--- config.mk ---
export PLATFORM = sky130hd
export DESIGN_NAME = piso
export DESIGN_NICKNAME = d
export VERILOG_FILES = /design/src/rtl/piso.sv
export SDC_FILE = /design/constraint.sdc
export NUM_CORES = 1
export LEC_CHECK = 0
export ABC_CLOCK_PERIOD_IN_PS = 4200
export BUFFER_PORTS_ARGS = -buffer_cell sky130_fd_sc_hd__buf_4
export CAP_MARGIN = 20
export CELL_PAD_IN_SITES_DETAIL_PLACEMENT = 1
export CELL_PAD_IN_SITES_GLOBAL_PLACEMENT = 2
export CORE_MARGIN = 2
export CORE_UTILIZATION = 34
export CTS_CLUSTER_SIZE = 8
export DETAILED_ROUTE_END_ITERATION = 7
export GPL_TIMING_DRIVEN = 0
export PLACE_DENSITY_LB_ADDON = 0.05
export SKIP_CTS_REPAIR_TIMING = 1
export SLEW_MARGIN = 20
export SYNTH_ARGS = -nofsm -noshare
export SYNTH_HDL_FRONTEND = slang
export SYNTH_SLANG_ARGS = --single-unit
--- constraint.sdc ---
create_clock -name clk -period 4.2 [get_ports clk]
set_input_delay 1.05 -clock clk [delete_from_list [all_inputs] [get_ports clk]]
set_output_delay 1.05 -clock clk [all_outputs]
set_load 0.005 [all_outputs]
--- src/rtl/piso.sv ---
// piso: parallel-in serial-out converter, emits DATA_OUT_WIDTH slices LSB-first.
// Define PISO_PREFETCH_BUF_EN to add a one-word input buffer and decouple in_ready from out_ready.
module piso #(
  parameter int unsigned DATA_IN_WIDTH  = 64,
  parameter int unsigned DATA_OUT_WIDTH = 16
) (
  input  logic                      clk,
  input  logic                      rst,
  input  logic                      in_valid,
  input  logic [DATA_IN_WIDTH-1:0]  data_in,
  output logic                      in_ready,
  output logic                      out_valid,
  output logic [DATA_OUT_WIDTH-1:0] data_out,
  input  logic                      out_ready,
  output logic                      out_last,
  output logic                      busy
);

  localparam int unsigned NUM_SHIFTS = DATA_IN_WIDTH / DATA_OUT_WIDTH;
  localparam int unsigned CNT_W      = $clog2(NUM_SHIFTS) + 1;
  localparam logic [CNT_W-1:0] CNT_FULL = CNT_W'(NUM_SHIFTS);
  localparam logic [CNT_W-1:0] CNT_ONE  = CNT_W'(1);
  localparam logic [CNT_W-1:0] CNT_ZERO = CNT_W'(0);

  generate
    if (((DATA_IN_WIDTH % DATA_OUT_WIDTH) != 0) || (NUM_SHIFTS < 1)) begin : g_bad_cfg
      $error("piso: DATA_IN_WIDTH must be a nonzero integer multiple of DATA_OUT_WIDTH");
    end
  endgenerate

  logic [DATA_IN_WIDTH-1:0] sh_q, sh_d;
  logic [CNT_W-1:0]         cnt_q, cnt_d;
  logic                     out_fire;
  logic                     sh_free;
  logic                     in_fire;

  assign out_valid = (cnt_q != CNT_ZERO);
  assign data_out  = sh_q[DATA_OUT_WIDTH-1:0];
  assign out_last  = (cnt_q == CNT_ONE);
  assign out_fire  = out_valid && out_ready;
  // Free once the last slice leaves, so the next word follows without a bubble.
  assign sh_free   = (cnt_q == CNT_ZERO) || ((cnt_q == CNT_ONE) && out_fire);
  assign in_fire   = in_valid && in_ready;

`ifdef PISO_PREFETCH_BUF_EN
  logic [DATA_IN_WIDTH-1:0] buf_q, buf_d;
  logic                     buf_valid_q, buf_valid_d;

  assign in_ready = !buf_valid_q;
  assign busy     = out_valid || buf_valid_q;

  // Next state: buffered word refills sh first; otherwise new word goes to sh or buffer.
  always_comb begin
    sh_d        = sh_q;
    cnt_d       = cnt_q;
    buf_d       = buf_q;
    buf_valid_d = buf_valid_q;
    if (out_fire) begin
      sh_d  = sh_q >> DATA_OUT_WIDTH;
      cnt_d = cnt_q - CNT_ONE;
    end
    if (sh_free && buf_valid_q) begin
      sh_d        = buf_q;
      cnt_d       = CNT_FULL;
      buf_valid_d = 1'b0;
    end else if (in_fire) begin
      if (sh_free) begin
        sh_d  = data_in;
        cnt_d = CNT_FULL;
      end else begin
        buf_d       = data_in;
        buf_valid_d = 1'b1;
      end
    end
  end

  always_ff @(posedge clk) begin
    if (rst) begin
      sh_q        <= '0;
      cnt_q       <= CNT_ZERO;
      buf_q       <= '0;
      buf_valid_q <= 1'b0;
    end else begin
      sh_q        <= sh_d;
      cnt_q       <= cnt_d;
      buf_q       <= buf_d;
      buf_valid_q <= buf_valid_d;
    end
  end
`else
  assign in_ready = (cnt_q == CNT_ZERO) || ((cnt_q == CNT_ONE) && out_ready);
  assign busy     = out_valid;

  // Next state: a load overrides the concurrent final-slice shift.
  always_comb begin
    sh_d  = sh_q;
    cnt_d = cnt_q;
    if (out_fire) begin
      sh_d  = sh_q >> DATA_OUT_WIDTH;
      cnt_d = cnt_q - CNT_ONE;
    end
    if (in_fire && sh_free) begin
      sh_d  = data_in;
      cnt_d = CNT_FULL;
    end
  end

  always_ff @(posedge clk) begin
    if (rst) begin
      sh_q  <= '0;
      cnt_q <= CNT_ZERO;
    end else begin
      sh_q  <= sh_d;
      cnt_q <= cnt_d;
    end
  end
`endif

endmodule
==> out/summary.md <==
The logs give 1.47 mW for the internal power component and 4610 um2 for the total non-filler cell area in the finished layout. By area the synthesized netlist is led by sky130_fd_sc_hd__dfxtp_1 (37%), sky130_fd_sc_hd__a2111oi_0 (14%), sky130_fd_sc_hd__a2111oi_1 (6.7%). The synthesized design contains 67 register bits. The switching power share of the total came out at 0.340. The ratio of cells with drive above 1 in the final layout came out at 0.314.

The clock buffer count from CTS is 9. Placed wire-length estimate after detailed placement: 8640 um. The buffer cell driving the clock tree root was sky130_fd_sc_hd__clkbuf_8. For the number of optimization iterations in the first detailed-route pass, the log shows 4.

The logs give 0.280 for the clock network fraction of design power and 0.375 for the portion of the post-synthesis area used by sequential elements. In the routed design, unresolved DRC markers number 0. CTS built an H-tree with a depth of 3. The clock sink total was 67; the maximum fanout along the worst path was 7. The tools report the total count of hold-check failures in the final report as 0. The number of pins with negative max-slew slack in the final report is 0, and the combined global-route utilization of all metal layers is 0.205.

The tools report the maximum clock skew at final layout as 0.00961 ns. Summed over all failing endpoints, the final setup total negative slack is 0 ns. The combinational power share is 0.345, and the post-route fraction of the period consumed by the critical path is 0.649. Once detail routing completed, the nets flagged for antenna violations numbered 0.

The routed wire length was 11400 um. Final instance count without filler cells: 642. In this run the power density over the cells is 483 nW/um2.

At the worst endpoint, the required time is 3.15 ns. Post-synthesis cell type with the largest combined area: sky130_fd_sc_hd__dfxtp_1. The final standard cell utilization of the core is 0.449, and the total placed cells including tap cells is 626. The logs give 0.348 for the initial standard-cell utilization of the core and 0.758 mW for the switching power. Endpoint kind of the worst setup timing path: an output port. Worst-margin pin slew: 0.713 ns.

The logs give 0 for the count of warnings emitted by yosys and 0.367 GHz for the highest clock rate. The number of standard cells after synthesis came out at 405. For the via count of the first global-routing pass, the log shows 3461.

TritonCTS built the clock tree. The portion of netlist area occupied by mux cells came out at 0.00280. The number of antenna violations at the first check in global routing is 0. The share of Yosys cell area claimed by the top area cell type was 0.375; the row count was 37. The flow ran to the end, and the final reports show no timing, DRC or antenna violations. The count of boundary I/O pins is 88, and the cell leakage power is 1.75 nW. Number of antenna repair diodes: 0. Routability-driven placement finished with a final weighted congestion of 0.794. Compared with the post-synthesis result, the final layout area differs by 28.9%. The global-route wire length before repair came out at 18200 um.

Number of port buffers: 85. The height of the chip is 107 um, and the number of setup violations in the final report is 0. The layout net count was 572.

The distinct cell type count after synthesis came out at 31. In the routed layout, each cell is associated on average with a via count of 5.40. Max-cap violations in this run came to 0. After synthesis, the largest family of logic cells by area is compound AO/OA/AOI/OAI gates.

IR analysis of the VDD net gives a maximum drop of 0.158 mV. In the final routed layout, each cell accounts on average for 17.7 um. The worst slew margin relative to its limit is 0.513, and the arrival time of the worst setup path is 1.68 ns. The global-route congestion overflow total was 0. The total nets after synthesis is 476.

Measured along the x axis, the die boundary spans 107 um. The tools report the area of the die as 11400 um2. The pin count of the biggest net entering global routing is 12. The detailed router placed 3464 vias in this run. After clock tree synthesis, the clock-pin slew on the worst setup and hold paths is 0.07 ns. The post-synthesis xor/xnor area fraction was 0. The adder and majority cell fraction of the synthesized area was 0.0105. In this run the cell area measured after placement is 4390 um2.

The cell area that synthesis handed to floorplanning was 3580 um2. The time the worst path needs with I/O delays and setup was 2.73 ns. The worst setup path is launched from a register. In this run the deepest clock path goes through 2 buffers. The fraction of the mapped netlist area in compound gates works out to 0.326. The tools report the clock latency reported for the late side of the worst-skew pair as 0.35 ns. The post-synthesis average cell area was 8.83 um2; the power share of the sequential group was 0.375.

Setup repair after global routing left no endpoint under its margin. The first routing iteration left 159 violations. The synthesized-area fraction occupied by and/or/nand/nor cells is 0.113.

The worst hold-check path type was register to register. The total area inside the core boundary comes to 10300 um2. The critical path is of the register to output port type.
routing by layer:
layer  GRT usage  up-vias  wire [um]
met1       0.271     1654       5390
met4      0.0649        0        149
li1            -     1724          -
met5           0        -          0
met2       0.343       74       5390
met3      0.0310       12        461
flip-flops by register name, indices dropped and copies added, names as in the netlist:
name	count
cnt_q	3
sh_q	64
synthesized netlist by cell type:
master / number
sky130_fd_sc_hd__nand3_1: 23
sky130_fd_sc_hd__buf_1: 1
sky130_fd_sc_hd__clkbuf_1: 19
sky130_fd_sc_hd__inv_1: 51
sky130_fd_sc_hd__buf_6: 4
sky130_fd_sc_hd__ha_1: 3
sky130_fd_sc_hd__o211ai_1: 16
sky130_fd_sc_hd__a2111oi_0: 56
sky130_fd_sc_hd__a21boi_4: 1
sky130_fd_sc_hd__a21oi_2: 1
sky130_fd_sc_hd__mux2i_1: 1
sky130_fd_sc_hd__nand3b_4: 1
sky130_fd_sc_hd__nor2b_4: 1
sky130_fd_sc_hd__o21ai_0: 1
sky130_fd_sc_hd__inv_2: 1
sky130_fd_sc_hd__nand2b_1: 1
sky130_fd_sc_hd__nor2_1: 1
sky130_fd_sc_hd__a221oi_1: 6
sky130_fd_sc_hd__buf_2: 15
sky130_fd_sc_hd__nor3_1: 42
sky130_fd_sc_hd__nor2b_1: 2
sky130_fd_sc_hd__a2111oi_2: 4
sky130_fd_sc_hd__o311ai_0: 6
sky130_fd_sc_hd__a21oi_1: 19
sky130_fd_sc_hd__a311oi_1: 1
sky130_fd_sc_hd__dfxtp_1: 67
sky130_fd_sc_hd__a21o_1: 2
sky130_fd_sc_hd__nand2_1: 4
sky130_fd_sc_hd__buf_4: 30
sky130_fd_sc_hd__nand4b_1: 1
sky130_fd_sc_hd__a2111oi_1: 24
cells in the final DEF, fill, tap and decap left out, types with 15 or more instances in the layout:
cell | netlist | layout
sky130_fd_sc_hd__a21oi_1 | 19 | 19
sky130_fd_sc_hd__inv_1 | 51 | 51
sky130_fd_sc_hd__a2111oi_0 | 56 | 56
sky130_fd_sc_hd__buf_2 | 15 | 15
sky130_fd_sc_hd__nor3_1 | 42 | 42
sky130_fd_sc_hd__o211ai_1 | 16 | 16
sky130_fd_sc_hd__dfxtp_1 | 67 | 67
sky130_fd_sc_hd__clkbuf_1 | 19 | 19
sky130_fd_sc_hd__a2111oi_1 | 24 | 24
sky130_fd_sc_hd__nand3_1 | 23 | 23
sky130_fd_sc_hd__buf_4 | 30 | 115
path summary, 6_finish.rpt:
kind / start / end / slack (ns) / cells past startpoint
setup / recovery: cnt_q[0] / out_valid / 1.47 / 6
hold / removal: sh_q[11] / sh_q[11] / 0.47 / 2
setup reg to reg: cnt_q[0] / sh_q[31] / 1.89 / 7
hold reg to reg: sh_q[11] / sh_q[11] / 0.47 / 2
stage by stage:
step                      power (mW)  hold WS (ns)  setup WS [ns]
after CTS                       2.25         0.472           1.46
after global placement          1.60         0.449           1.42
after detailed placement        1.62         0.461           1.41
after floorplan                 1.33         0.437           1.83
final                           2.23         0.468           1.47
after global routing            2.37         0.493           1.37
logic make-up after synthesis:
group                    count (synthesis)
flip-flops                              67
AO/OA/AOI/OAI                          137
adder cells (fa/ha/maj)                  3
buffers and inverters                  121
AND/OR/NAND/NOR                         76
multiplexers                             1
worst max-delay path, stage by stage, from the launching register on:
cell,delay [ns]
sky130_fd_sc_hd__dfxtp_1,0.33
sky130_fd_sc_hd__inv_1,0.10
sky130_fd_sc_hd__ha_1,0.31
sky130_fd_sc_hd__nor2b_4,0.23
sky130_fd_sc_hd__inv_2,0.09
sky130_fd_sc_hd__buf_4,0.14
sky130_fd_sc_hd__buf_4,0.12
power by group through the flow:
| stage | Combinational [mW] | Sequential (mW) | Clock (mW) |
|---|---|---|---|
| 6_report | 0.769 | 0.834 | 0.624 |
| 3_3_place_gp | 0.756 | 0.846 | 0 |
| 4_1_cts | 0.775 | 0.836 | 0.635 |
| 2_1_floorplan | 0.514 | 0.814 | 0 |
| 5_1_grt | 0.856 | 0.848 | 0.664 |
| 3_5_place_dp | 0.771 | 0.850 | 0 |
layout make-up:
class / count / area, um2
Fill cell: 1239 / 5670
Multi-Input combinational cell: 217 / 1620
Sequential cell: 67 / 1340
Timing Repair Buffer: 85 / 638
Buffer: 69 / 420
Inverter: 52 / 195
Tap cell: 136 / 170
Clock buffer: 11 / 151
Clock inverter: 5 / 75.1
Note: power is estimated with default switching activity, not from simulation.
